$ cat src/rtl/svm_seq_engine_if.sv
// Handshake bundle between the SVM picker (master) and the sequential evaluator (slave).
// The picker drives the vector, start request and current weight/bias pair.
interface svm_seq_engine_if #(
  parameter int N_features  = 11,
  parameter int inputWidth  = 4,
  parameter int weightWidth = 8,
  parameter int biasWidth   = 12
) ();

  logic                              start;
  logic [inputWidth*N_features-1:0]  features;
  logic [weightWidth*N_features-1:0] weight;
  logic [biasWidth-1:0]              bia;
  logic                              w_class;
  logic                              svmready;
  logic                              busy;

  modport master (
    output start, features, weight, bia,
    input  w_class, svmready, busy
  );

  modport slave (
    input  start, features, weight, bia,
    output w_class, svmready, busy
  );

endinterface

$ cat src/rtl/svm_seq_engine.sv
// Sequential one-vs-one SVM evaluator: one feature-times-weight MAC per cycle,
// N_CLASSES-1 back-to-back decisions per captured feature vector.
module svm_seq_engine #(
  parameter int N_features  = 11,
  parameter int inputWidth  = 4,
  parameter int weightWidth = 8,
  parameter int biasWidth   = 12,
  parameter int N_CLASSES   = 6
) (
  input logic          clk,
  input logic          rst_n,
  svm_seq_engine_if.slave bus
);

  localparam int PROD_W = inputWidth + weightWidth + 1;
  localparam int ACC_W  = PROD_W + $clog2(N_features) + 1;
  localparam int IDX_W  = (N_features > 1) ? $clog2(N_features) : 1;
  localparam int CNT_W  = (N_CLASSES > 2) ? $clog2(N_CLASSES) : 1;

  localparam logic [IDX_W-1:0] LAST_IDX  = IDX_W'(N_features - 1);
  localparam logic [CNT_W-1:0] LAST_EVAL = CNT_W'(N_CLASSES - 2);

  typedef enum logic [1:0] {
    IDLE   = 2'd0,
    MAC    = 2'd1,
    DECIDE = 2'd2
  } state_t;

  state_t                        state_q, state_d;
  logic [inputWidth*N_features-1:0] feat_q, feat_d;
  logic signed [ACC_W-1:0]       acc_q, acc_d;
  logic [IDX_W-1:0]              idx_q, idx_d;
  logic [CNT_W-1:0]              cnt_q, cnt_d;
  logic                          w_class_q, w_class_d;
  logic                          svmready_q, svmready_d;
  logic                          busy_q, busy_d;

  logic [inputWidth-1:0]         feat_slice;
  logic [weightWidth-1:0]        weight_slice;
  logic signed [PROD_W-1:0]      feat_ext;
  logic signed [PROD_W-1:0]      weight_ext;
  logic signed [PROD_W-1:0]      prod;
  logic signed [ACC_W-1:0]       prod_ext;
  logic signed [ACC_W-1:0]       bia_ext;

  // Features are unsigned, so they get a zero MSB before the signed multiply.
  assign feat_slice   = feat_q[idx_q*inputWidth +: inputWidth];
  assign weight_slice = bus.weight[idx_q*weightWidth +: weightWidth];
  assign feat_ext     = {{(PROD_W-inputWidth){1'b0}}, feat_slice};
  assign weight_ext   = {{(PROD_W-weightWidth){weight_slice[weightWidth-1]}}, weight_slice};
  assign prod         = feat_ext * weight_ext;
  assign prod_ext     = {{(ACC_W-PROD_W){prod[PROD_W-1]}}, prod};
  assign bia_ext      = {{(ACC_W-biasWidth){bus.bia[biasWidth-1]}}, bus.bia};

  always_ff @(posedge clk or negedge rst_n) begin
    if (!rst_n) begin
      state_q    <= IDLE;
      feat_q     <= '0;
      acc_q      <= '0;
      idx_q      <= '0;
      cnt_q      <= '0;
      w_class_q  <= 1'b0;
      svmready_q <= 1'b0;
      busy_q     <= 1'b0;
    end else begin
      state_q    <= state_d;
      feat_q     <= feat_d;
      acc_q      <= acc_d;
      idx_q      <= idx_d;
      cnt_q      <= cnt_d;
      w_class_q  <= w_class_d;
      svmready_q <= svmready_d;
      busy_q     <= busy_d;
    end
  end

  always_comb begin
    state_d    = state_q;
    feat_d     = feat_q;
    acc_d      = acc_q;
    idx_d      = idx_q;
    cnt_d      = cnt_q;
    w_class_d  = w_class_q;
    svmready_d = 1'b0;
    busy_d     = busy_q;

    case (state_q)
      IDLE: begin
        if (bus.start) begin
          feat_d  = bus.features;
          acc_d   = bia_ext;
          idx_d   = '0;
          cnt_d   = '0;
          busy_d  = 1'b1;
          state_d = MAC;
        end
      end

      MAC: begin
        // The bias is re-taken on the first MAC cycle: the picker only swaps
        // to the next pair on the edge that ends DECIDE, after the reload.
        acc_d = ((idx_q == '0) ? bia_ext : acc_q) + prod_ext;
        idx_d = idx_q + IDX_W'(1);
        if (idx_q == LAST_IDX) begin
          w_class_d  = ~acc_d[ACC_W-1];
          svmready_d = 1'b1;
          state_d    = DECIDE;
        end
      end

      DECIDE: begin
        cnt_d = cnt_q + CNT_W'(1);
        idx_d = '0;
        if (cnt_q == LAST_EVAL) begin
          busy_d  = 1'b0;
          state_d = IDLE;
        end else begin
          acc_d   = bia_ext;
          state_d = MAC;
        end
      end

      default: state_d = IDLE;
    endcase
  end

  assign bus.w_class  = w_class_q;
  assign bus.svmready = svmready_q;
  assign bus.busy     = busy_q;

endmodule

$ cat src/flat_wrapper.sv
// flat-port wrapper written by rule: the top's interface ports become plain ports
module svm_seq_engine_flat 
#(
  parameter int N_features  = 11,
  parameter int inputWidth  = 4,
  parameter int weightWidth = 8,
  parameter int biasWidth   = 12,
  parameter int N_CLASSES   = 6
)
  (clk, rst_n, bus_start, bus_features, bus_weight, bus_bia, bus_w_class, bus_svmready, bus_busy);
  svm_seq_engine_if #(.N_features(N_features), .inputWidth(inputWidth), .weightWidth(weightWidth), .biasWidth(biasWidth)) bus_i ();
  input logic clk;
  input logic rst_n;
  input wire logic [$bits(bus_i.start)-1:0] bus_start;
  input wire logic [$bits(bus_i.features)-1:0] bus_features;
  input wire logic [$bits(bus_i.weight)-1:0] bus_weight;
  input wire logic [$bits(bus_i.bia)-1:0] bus_bia;
  output wire logic [$bits(bus_i.w_class)-1:0] bus_w_class;
  output wire logic [$bits(bus_i.svmready)-1:0] bus_svmready;
  output wire logic [$bits(bus_i.busy)-1:0] bus_busy;
  assign bus_i.start = bus_start;
  assign bus_i.features = bus_features;
  assign bus_i.weight = bus_weight;
  assign bus_i.bia = bus_bia;
  assign bus_w_class = bus_i.w_class;
  assign bus_svmready = bus_i.svmready;
  assign bus_busy = bus_i.busy;
  svm_seq_engine #(.N_features(N_features), .inputWidth(inputWidth), .weightWidth(weightWidth), .biasWidth(biasWidth), .N_CLASSES(N_CLASSES)) u_core (.clk(clk), .rst_n(rst_n), .bus(bus_i));
endmodule
$ cat config.mk
export PLATFORM = sky130hd
export DESIGN_NAME = svm_seq_engine_flat
export DESIGN_NICKNAME = d
export VERILOG_FILES = /design/src/rtl/svm_seq_engine_if.sv /design/src/rtl/svm_seq_engine.sv /design/src/flat_wrapper.sv
export SDC_FILE = /design/constraint.sdc
export NUM_CORES = 1
export LEC_CHECK = 0
export CAP_MARGIN = 5
export CORE_MARGIN = 1.5
export CORE_UTILIZATION = 56
export CTS_CLUSTER_DIAMETER = 100
export DETAILED_ROUTE_END_ITERATION = 16
export GPL_ROUTABILITY_DRIVEN = 0
export PLACE_DENSITY = 0.87
export SYNTH_ARGS = -nofsm -noshare
export SYNTH_HDL_FRONTEND = slang
export SYNTH_SLANG_ARGS = --single-unit
$ cat constraint.sdc
create_clock -name clk -period 8.95 [get_ports clk]
set_input_delay 1.3425 -clock clk [delete_from_list [all_inputs] [get_ports clk]]
set_output_delay 1.3425 -clock clk [all_outputs]
set_load 0.02 [all_outputs]
==> Flow_metrics.wiki <==
{| class="wikitable"
! Metric !! Value
|-
| HPWL Detailed || 13.8 mm
|-
| Yosys top cell area share || around 28%
|-
| Antenna diodes || 0
|-
| Global-route wire length before repair || approximately 29 mm
|-
| Max Transition Viols Final || 0
|-
| Total setup violations reported at the end of the flow || 0
|-
| CTS sink count || 74
|-
| Worst R2R End || u_core.acc_q[15]$_DFFE_PN0P_
|-
| Quantity of I/O buffers inserted on ports || roughly 150
|-
| Highest-count cells in the layout ignoring fill and taps || sky130_fd_sc_hd__clkdlybuf4s50_1 (148), sky130_fd_sc_hd__inv_1 (83), sky130_fd_sc_hd__dfrtp_1 (73)
|-
| Worst path cell trace || buf_4 -> inv_1 -> a221oi_1 -> nor3_1 -> a21oi_1 -> nor2_1 -> ha_1 -> fa_1 -> inv_1 -> fa_1 -> inv_1 -> ha_1 -> and3_1 -> a2111oi_4 -> o21ai_1 -> a21o_1 -> a21o_1 -> a31oi_1 -> xor2_1 -> o21ai_0
|-
| TritonCTS clock tree || done
|-
| Path type of the worst setup path || reg -> reg
|-
| Num CTS Buffers || 9
|-
| Amount of wire on met2 after detailed routing || just under 9 mm
|-
| Post-synthesis to final-layout area growth || 28.5%
|-
| Areal power density over the cells || around 220 mW/mm²
|-
| Wire length the detailed router placed on met1 || approximately 6.7 mm
|-
| Starting density of the core || between 50% and 60%
|-
| Area of the placeable core || 0.0114 mm²
|-
| Overall Global Routing Usage || between 20 and 30%
|-
| Final setup TNS || 0 ps
|-
| Setup repair after global routing missed its margin || no
|-
| Drt initial violations || 381
|-
| Number of global-route vias before repair || 5923
|-
| Root cell of the clock tree || sky130_fd_sc_hd__clkbuf_16
|-
| Critical path endpoint || u_core.acc_q[15]$_DFFE_PN0P_
|-
| Worst relative slew slack || between 20% and 30%
|-
| Maximum number of pins on one net before global-route repair || 75
|-
| Number of I/O pins || 150
|-
| Count of flip-flops with a built-in enable after synthesis || 0
|-
| Final net count || about 1000
|-
| Leakage dissipation || approximately 3.8 nW
|-
| WHS || 479 ps
|-
| Max-cap violation count || 0
|-
| Maximum clock path buffer count || 2
|-
| Remaining Overflow, GRT || 0
|-
| Library cell contributing the largest single delay on the critical path || sky130_fd_sc_hd__dfrtp_1
|-
| Worst R2R Path Depth || 20
|-
| Yosys warns || 0
|-
| Most common library cell in the layout ignoring fill and taps || sky130_fd_sc_hd__clkdlybuf4s50_1
|-
| Startpoint of the worst setup timing path || u_core.idx_q[1]$_DFFE_PN0P_
|-
| Fin Clk Skew || 7.97 ps
|-
| Syn Nets || 881
|-
| Flip-flop and latch count after synthesis || 74
|-
| DR DRC count || 0
|-
| Outcome || finished clean
|-
| Count of hold buffers inserted by post-cts repair || 0
|-
| Bufs and invs on worst path || 4
|-
| Worst vdd rail ir drop || a little under 200 µV
|-
| Max Clock Freq || between 0.15 and 0.2 GHz
|-
| Later-pin clock latency in the skew report || approximately 350 ps
|-
| Routed WL per cell || about 19 µm
|-
| CP endpoint kind || register
|-
| Fraction of final layout cells sized beyond drive strength 1 || ~14%
|-
| Post-synthesis instance area || 0.00650 mm²
|-
| Delay-heaviest family, CP || compound AO/OA/AOI/OAI gates
|-
| Total number of vias || about 5600
|-
| Kind of start point of the critical path || register
|-
| Setup slack, reg-to-reg || around 2400 ps
|-
| Wire length on met3 || about 1.7 mm
|-
| R2r startpoint || u_core.idx_q[1]$_DFFE_PN0P_
|-
| Setup repair bufs after CTS || 0
|-
| Crit path DAT || roughly 6700 ps
|-
| Total of cells resized after clock tree synthesis || 0
|-
| Clock-pin slew of the registers on the worst-case setup and hold paths || roughly 60 ps
|-
| Data required time at the worst endpoint || between 9000 and 10000 ps
|-
| Number of antenna violations at the first check in global routing || 0
|-
| Pin slew with the least headroom to its limit || about 1100 ps
|-
| Sequential-to-total area share from yosys stat || between 20% and 30%
|-
| Post-synthesis async set-or-reset flop share || 100%
|-
| Dominant cell type by area after synthesis || sky130_fd_sc_hd__dfrtp_1
|-
| Number of H-tree branching levels || 3
|-
| Synthesized netlist cell count || about 660
|-
| Most area-consuming cells after synthesis || sky130_fd_sc_hd__dfrtp_1 (28%), sky130_fd_sc_hd__fa_1 (10%), sky130_fd_sc_hd__mux2_2 (10%)
|-
| Crit share post-route || 73.5%
|-
| Standard-cell row count || 39
|-
| Vias per std cell || between 5 and 6
|-
| First-pass DRT Iterations || 5
|-
| Avg Synthesized Cell Area || about 9.9 µm²
|-
| Number of endpoints with negative hold slack in the final report || 0
|-
| Final routed wirelength across all metal layers || 17.8 mm
|-
| Vertical die dimension || about 110 µm
|-
| DIE AREA || 0.0123 mm²
|-
| Worst stage delay on the critical path || roughly 700 ps
|-
| Top Metal Used || met4
|-
| Most prevalent standard cell on the critical path || sky130_fd_sc_hd__inv_1
|-
| Die outline width || approximately 110 µm
|-
| Layout Utilization || 73.5%
|-
| Hold/Removal Path Class || reg -> reg
|-
| Antenna Nets Post-Route || 0
|-
| Most frequently used flop master after synthesis || sky130_fd_sc_hd__dfrtp_1
|-
| Tmin final || 6580 ps
|-
| Total number of cells along the worst setup path || 20
|-
| Crit-path max FO || 20
|-
| Yosys cell types || 51
|}
## through the flow
step	worst slack, ps	total power [W]	std cells	instance area [µm²]
2_1_floorplan	3080	0.00116	658	6500
3_3_place_gp	2390	0.00135	921	8050
3_5_place_dp	2250	0.00142	921	8050
4_1_cts	2440	0.00179	937	8360
5_1_grt	2100	0.00194	937	8360
6_report	2370	0.00180	937	8360
## area by class of cell
class	instances	area, µm²
inverter	84	315
clock buffer	9	225
clock inverter	7	77.6
fill	794	3010
multi-input combinational	467	4190
timing repair buffer	153	1520
sequential	74	1850
tap	143	179
## tightest hold or removal path, cell delays in order, from the launching register on
cell and delay (ps):
sky130_fd_sc_hd__dfrtp_1 340, sky130_fd_sc_hd__nand2_1 50, sky130_fd_sc_hd__o21ai_0 60
## flip-flops by register name, indices dropped and copies added (netlist names)
name                 flops
u_core.feat_q           44
u_core.acc_q            18
u_core.idx_q             4
u_core.cnt_q             3
u_core.state_q           2
u_core.bus.busy          1
u_core.bus.svmready      1
u_core.bus.w_class       1
## cells in the mapped netlist (all sizes together), types with 10 or more instances
library cell and n:
inv 83, dfrtp 74, nand2 68, mux2 59, nor2 53, ha 42
o21ai 38, a21oi 37, fa 34, clkbuf 23, mux4 23, xnor2 14
mux2i 13, buf 10
## worst min path at each step
stage / depth (start not counted) / from / to
2_1_floorplan: 2 / u_core.acc_q[1]$_DFFE_PN0P_ / u_core.acc_q[1]$_DFFE_PN0P_
6_report: 2 / u_core.acc_q[0]$_DFFE_PN0P_ / u_core.acc_q[0]$_DFFE_PN0P_
3_3_place_gp: 2 / u_core.acc_q[8]$_DFFE_PN0P_ / u_core.acc_q[8]$_DFFE_PN0P_
5_1_grt: 2 / u_core.acc_q[0]$_DFFE_PN0P_ / u_core.acc_q[0]$_DFFE_PN0P_
4_1_cts: 2 / u_core.acc_q[0]$_DFFE_PN0P_ / u_core.acc_q[0]$_DFFE_PN0P_
3_5_place_dp: 2 / u_core.acc_q[0]$_DFFE_PN0P_ / u_core.acc_q[0]$_DFFE_PN0P_
## per-layer routing
| metal | track usage, % | up-vias |
|---|---|---|
| met3 | 9.62 | 45 |
| met5 | 0 | - |
| met1 | 34.9 | 2735 |
| met4 | 12.1 | 0 |
| li1 | - | 2517 |
| met2 | 50.2 | 286 |
## cell families (layout without fill, tap and decap cells)
family,after synthesis,after routing,share of synthesized area [%]
XOR/XNOR,20,20,2.81
adder cells (fa/ha/maj),76,76,18.5
AO/OA/AOI/OAI,121,121,12.5
buffers and inverters,117,253,7.27
AND/OR/NAND/NOR,155,155,10.1
flip-flops,74,74,28.5
multiplexers,95,95,20.3
## power breakdown
| part | switching [W] | internal [W] | leakage (nW) |
|---|---|---|---|
| combinational | 0.000535 | 0.000461 | 2.71 |
| clock | 0.000153 | 0.000218 | 0.146 |
| sequential | 0.0000308 | 0.000400 | 0.922 |
| total | 0.000718 | 0.00108 | 3.78 |
Power figures use the tool's default switching activity.
==> edit 1, RTL diff (config.mk and constraints unchanged) <==
`N_CLASSES` is set to 6 in 2 places; all go to 12.
--- a/src/rtl/svm_seq_engine.sv
+++ b/src/rtl/svm_seq_engine.sv
@@ -7,3 +7,3 @@
   parameter int biasWidth   = 12,
-  parameter int N_CLASSES   = 6
+  parameter int N_CLASSES   = 12
 ) (
--- a/src/flat_wrapper.sv
+++ b/src/flat_wrapper.sv
@@ -7,3 +7,3 @@
   parameter int biasWidth   = 12,
-  parameter int N_CLASSES   = 6
+  parameter int N_CLASSES   = 12
 )
Check against the original RTL: same outputs for any inputs over 10 cycles, from zero or initial values and one cycle with rst_n low; that may be too few to reach the edited logic, so the function may still have changed.
==> edit 1 against the original RTL <==
Via count down 2.4%; area after synthesis down 0.85%; critical path depth down 2; wire length down 1.1%; maximum frequency up 1.2%; sequential share of layout area up 0.43 points; final area down 0.60%; worst setup slack better by 0.080 ns; count of clock-buffer cells in the layout up 1; sequential cell count up 1.
Power is not shown: default switching activity piles up to over one toggle a cycle in this logic, so the estimate is an artifact.
==> edit 1: results (changes against the original RTL) <==
metric	value	unit	change
hpwl	13.6	mm	was 13.8 mm
tightest_slew	1.17	ns	was 1.09 ns
fin_setup_tns	0	ns	unchanged
hold_depth	1		was 2
yosys-top-cells-count	inv_1 (78), dfrtp_1 (75), nand2_1 (60), mux2_2 (56), nor2_1 (52)		was inv_1 (83), dfrtp_1 (74), nand2_1 (67), mux2_2 (59), nor2_1 (53)
timing.rr.end	u_core.bus.w_class$_DFFE_PN0P_		was u_core.acc_q[15]$_DFFE_PN0P_
status	completed		unchanged
grt_antenna_before_repair	0		unchanged
post_cts_buffers	0		unchanged
htree_levels	3		unchanged
grt.total_usage	0.307		was 0.297
fill_cells	765		was 794
cts-root-buf	clkbuf_16		unchanged
dp_slack	2.36	ns	was 2.25 ns
dpl-instance-area	0.00798	mm²	was 0.00805 mm²
yosys-top-cells-area	dfrtp_1 (29%), fa_1 (11%), mux2_2 (9.8%), mux4_2 (8.4%), ha_1 (8.2%)		was dfrtp_1 (28%), fa_1 (10%), mux2_2 (10%), ha_1 (8.1%), mux4_2 (7.3%)
grt_pass1_wl	28.0	mm	was 28.8 mm
drt-initial-drc-count	287		was 381
cp_max_fo	21		was 20
worstSetupStartpoint	u_core.idx_q[2]$_DFFE_PN0P_		was u_core.idx_q[1]$_DFFE_PN0P_
cp.arrival	6.73	ns	about the same
min_from	u_core.acc_q[9]$_DFFE_PN0P_		was u_core.acc_q[0]$_DFFE_PN0P_
first_global_vias	5808		was 5923
routedWlPerCell	19.0	µm	about the same
drive_above_1_share	0.137		was 0.141
crit_slowest_cell	dfrtp_1		unchanged
diodes	0		unchanged
cp_slowest_stage_delay	0.85	ns	was 0.70 ns
numPortBuffers	149		unchanged
grt_max_degree	76		was 75
clk_latency	0.35	ns	about the same
reg_top3	u_core.feat_q x44, u_core.acc_q x18		was u_core.feat_q x44, u_core.acc_q x18, u_core.idx_q x4
fin_crit	6.50	ns	was 6.58 ns
hold_end	u_core.acc_q[9]$_DFFE_PN0P_		was u_core.acc_q[0]$_DFFE_PN0P_
cts_buffer_depth	2		unchanged
yosysWarningCount	0		unchanged
yosysSeqAreaShare	0.291		was 0.285
postSynth.asyncResetShare	1.00		unchanged
cp-endpoint	u_core.bus.w_class$_DFFE_PN0P_		was u_core.acc_q[15]$_DFFE_PN0P_
synth.distinct_cells	52		was 51
timing.hold.ws	0.480	ns	was 0.479 ns
reg2reg_slack	2.45	ns	was 2.37 ns
r2r_cells	18		was 20
nets	999		was 1012
syn_nets	871		was 881
viasPerCell	5.90		was 5.96
skew	0.0120	ns	was 0.00797 ns
cpLargestDelayFamily	adder cells		was compound AO/OA/AOI/OAI gates
-- edit 1: cell types whose count changed in the layout (fill, tap and decap cells not counted), moves of 4 or more --
cell     unedited run  this run
a21o_1              5        11
inv_1              83        78
o21ai_0            37        31
a31oi_1             2         6
nand2_1            67        60
-- edit 1: kinds of logic (layout without fill, tap and decap cells) --
family	count (synthesis)	in the layout	synth area share
flip-flops	75	75	0.291
AO/OA/AOI/OAI	120	120	0.119
XOR/XNOR	21	21	0.0297
multiplexers	90	90	0.197
adder cells (fa/ha/maj)	76	76	0.187
AND/OR/NAND/NOR	154	154	0.106
buffers and inverters	112	245	0.0697
-- edit 1: final cells by class --
type,instances,area share
repair buffers,151,0.181
clock inverters,6,0.0116
clock buffers,10,0.0276
flip-flops and latches,75,0.226
well taps,143,0.0215
inverters,78,0.0353
multi-input cells,461,0.497
-- edit 1: metrics by stage --
stage	utilization	std cells
6_report	0.734	924
5_1_grt	0.734	924
4_1_cts	0.734	924
3_5_place_dp	0.705	908
3_3_place_gp	0.705	908
2_1_floorplan	-	648
-- edit 1: worst reg2reg max path, cell delays in order (launching register included) --
cell	delay (ns)
dfrtp_1	0.85
inv_1	0.40
nor2_1	0.80
a32o_1	0.52
nand2_1	0.27
xnor2_1	0.20
ha_1	0.31
fa_1	0.49
inv_1	0.06
fa_1	0.53
inv_1	0.04
ha_1	0.34
a21o_1	0.19
or2_2	0.31
nand3b_1	0.20
o2111ai_1	0.24
a32oi_1	0.17
xnor2_1	0.17
mux2_2	0.30
-- edit 1: routing by layer --
metal / up-vias / track usage / wire [µm]
met3: 37 / 0.0664 / 1210
met4: 0 / 0.125 / 422
met2: 217 / 0.519 / 8870
met1: 2705 / 0.381 / 7050
li1: 2488 / - / -
met5: - / 0 / 0
==> edit 2, RTL diff (config.mk and constraints unchanged) <==
Without the edit above. Re-encode `state_t` (3 states) as one-hot, 3 bits wide.
--- a/src/rtl/svm_seq_engine.sv
+++ b/src/rtl/svm_seq_engine.sv
@@ -22,6 +22,6 @@
 
-  typedef enum logic [1:0] {
-    IDLE   = 2'd0,
-    MAC    = 2'd1,
-    DECIDE = 2'd2
+  typedef enum logic [2:0] {
+    IDLE   = 3'b001,
+    MAC    = 3'b010,
+    DECIDE = 3'b100
   } state_t;
Formal check against the unedited RTL: no difference found for any inputs over 10 cycles, from zero or initial values and one cycle with rst_n low; not proved beyond that.
==> edit 2 against the original RTL <==
Wire length down 4.4%; sequential cell count up 1; worst setup slack worse by 0.13 ns; cell count up 7.5%; final area down 0.67%; area after synthesis down 0.63%; core utilization down 0.18 points; non-clock buffer count unchanged; synthesized cell count up 10%; global-route usage down 0.26 points; largest cell class unchanged.
Power is not compared: it rests on default switching activity, and its combinational part moved more than twofold at a synthesized area within 25%.
==> edit 2: results (changes against the original RTL) <==
metric	value	unit	change
grt_pass1_wl	29.2	mm	was 28.8 mm
dp_slack	2.40	ns	was 2.25 ns
cp_slowest_stage_delay	1.03	ns	was 0.70 ns
cp_max_fo	40		was 20
r2r-start	u_core.idx_q[0]$_DFFE_PN0P_		was u_core.idx_q[1]$_DFFE_PN0P_
first_global_vias	6267		was 5923
drive_above_1_share	0.0660		was 0.141
yosysSeqAreaShare	0.291		was 0.285
hold_end	u_core.feat_q[8]$_DFFE_PN0P_		was u_core.acc_q[0]$_DFFE_PN0P_
tightest_slew	1.02	ns	was 1.09 ns
firstDrtPassIters	6		was 5
cts_buffer_depth	2		unchanged
post_cts_buffers	0		unchanged
status	completed		unchanged
syn_nets	950		was 881
cp.arrival	6.94	ns	was 6.73 ns
crit_slowest_cell	dfrtp_2		was dfrtp_1
nets	1082		was 1012
min_from	u_core.feat_q[8]$_DFFE_PN0P_		was u_core.acc_q[0]$_DFFE_PN0P_
routedWlPerCell	16.9	µm	was 19.0 µm
timing.rr.end	u_core.acc_q[14]$_DFFE_PN0P_		was u_core.acc_q[15]$_DFFE_PN0P_
synth.distinct_cells	50		was 51
synthAdderAreaFrac	0.187		was 0.185
reg2reg_slack	2.24	ns	was 2.37 ns
grt_antenna_before_repair	0		unchanged
synth_xor_area_frac	0.0296		was 0.0281
r2r_cells	19		was 20
skew	0.00797	ns	about the same
synth_compound_gate_area_share	0.108		was 0.125
synth.area.mux_share	0.149		was 0.203
drt-initial-drc-count	409		was 381
yosys-top-cells-area	dfrtp_1 (29%), nand2_1 (11%), fa_1 (11%), ha_1 (8.1%), mux4_2 (6.3%)		was dfrtp_1 (28%), fa_1 (10%), mux2_2 (10%), ha_1 (8.1%), mux4_2 (7.3%)
min_path_type	flop to flop		unchanged
grt.total_usage	0.294		was 0.297
yosys-top-cells-count	nand2_1 (189), inv_1 (77), dfrtp_1 (74), nor2_1 (48), ha_1 (42)		was inv_1 (83), dfrtp_1 (74), nand2_1 (67), mux2_2 (59), nor2_1 (53)
[edit 2: worst register-to-register path, stage by stage, from the launching register on]
cell and delay, ns:
dfrtp_2 1.03, mux4_1 0.77, mux2i_1 0.25, nor2_1 0.07, a21oi_1 0.62, nor2_1 0.14, ha_1 0.32, inv_1 0.06
fa_1 0.50, fa_1 0.56, inv_1 0.05, ha_1 0.32, nor2b_1 0.23, o2111ai_1 0.17, a21boi_0 0.50, o21bai_1 0.15
a21boi_0 0.38, a21oi_1 0.15, xor2_1 0.16, o21ai_0 0.19
[edit 2: layout make-up]
cell class,count,area [µm²]
clock buffers,10,229
clock inverters,6,47.5
fillers,796,3020
inverters,77,289
multi-input cells,543,4160
flip-flops and latches,75,1880
well taps,143,179
repair buffers,153,1520
[edit 2: power by group]
part	switching, mW	leakage (nW)	internal (mW)
Clock	0.152	0.134	0.191
Sequential	0.00256	0.963	0.343
Combinational	0.0398	2.96	0.0778
[edit 2: logic make-up (layout without fill, tap and decap cells)]
family | count (synthesis) | in the layout
compound gates | 113 | 113
xor+xnor | 21 | 21
fa+ha+maj | 76 | 76
buf+inv | 109 | 246
flops | 75 | 75
mux | 63 | 63
simple gates | 270 | 270
[edit 2: worst max-delay path by stage]
stage	startpoint	to	slack, ns	depth (start not counted)
5_1_grt	u_core.idx_q[0]$_DFFE_PN0P_	u_core.acc_q[16]$_DFFE_PN0P_	1.77	19
3_5_place_dp	bus_weight[47]	u_core.acc_q[16]$_DFFE_PN0P_	2.40	20
3_3_place_gp	bus_weight[47]	u_core.acc_q[17]$_DFFE_PN0P_	2.52	19
2_1_floorplan	u_core.idx_q[1]$_DFFE_PN0P_	u_core.acc_q[17]$_DFFE_PN0P_	3.13	21
4_1_cts	u_core.idx_q[0]$_DFFE_PN0P_	u_core.acc_q[17]$_DFFE_PN0P_	2.30	19
6_report	u_core.idx_q[0]$_DFFE_PN0P_	u_core.acc_q[14]$_DFFE_PN0P_	2.24	19
[edit 2: metrics by stage]
step	cells	hold WS (ns)
2_1_floorplan	727	0.437
3_3_place_gp	991	0.452
6_report	1007	0.473
3_5_place_dp	991	0.459
4_1_cts	1007	0.474
5_1_grt	1007	0.489
[edit 2: layer usage]
layer	track usage	routed length, µm	vias up
met3	0.0582	911	48
met5	0	0	-
li1	-	-	2676
met4	0.117	531	0
met1	0.340	6510	2776
met2	0.534	9020	192
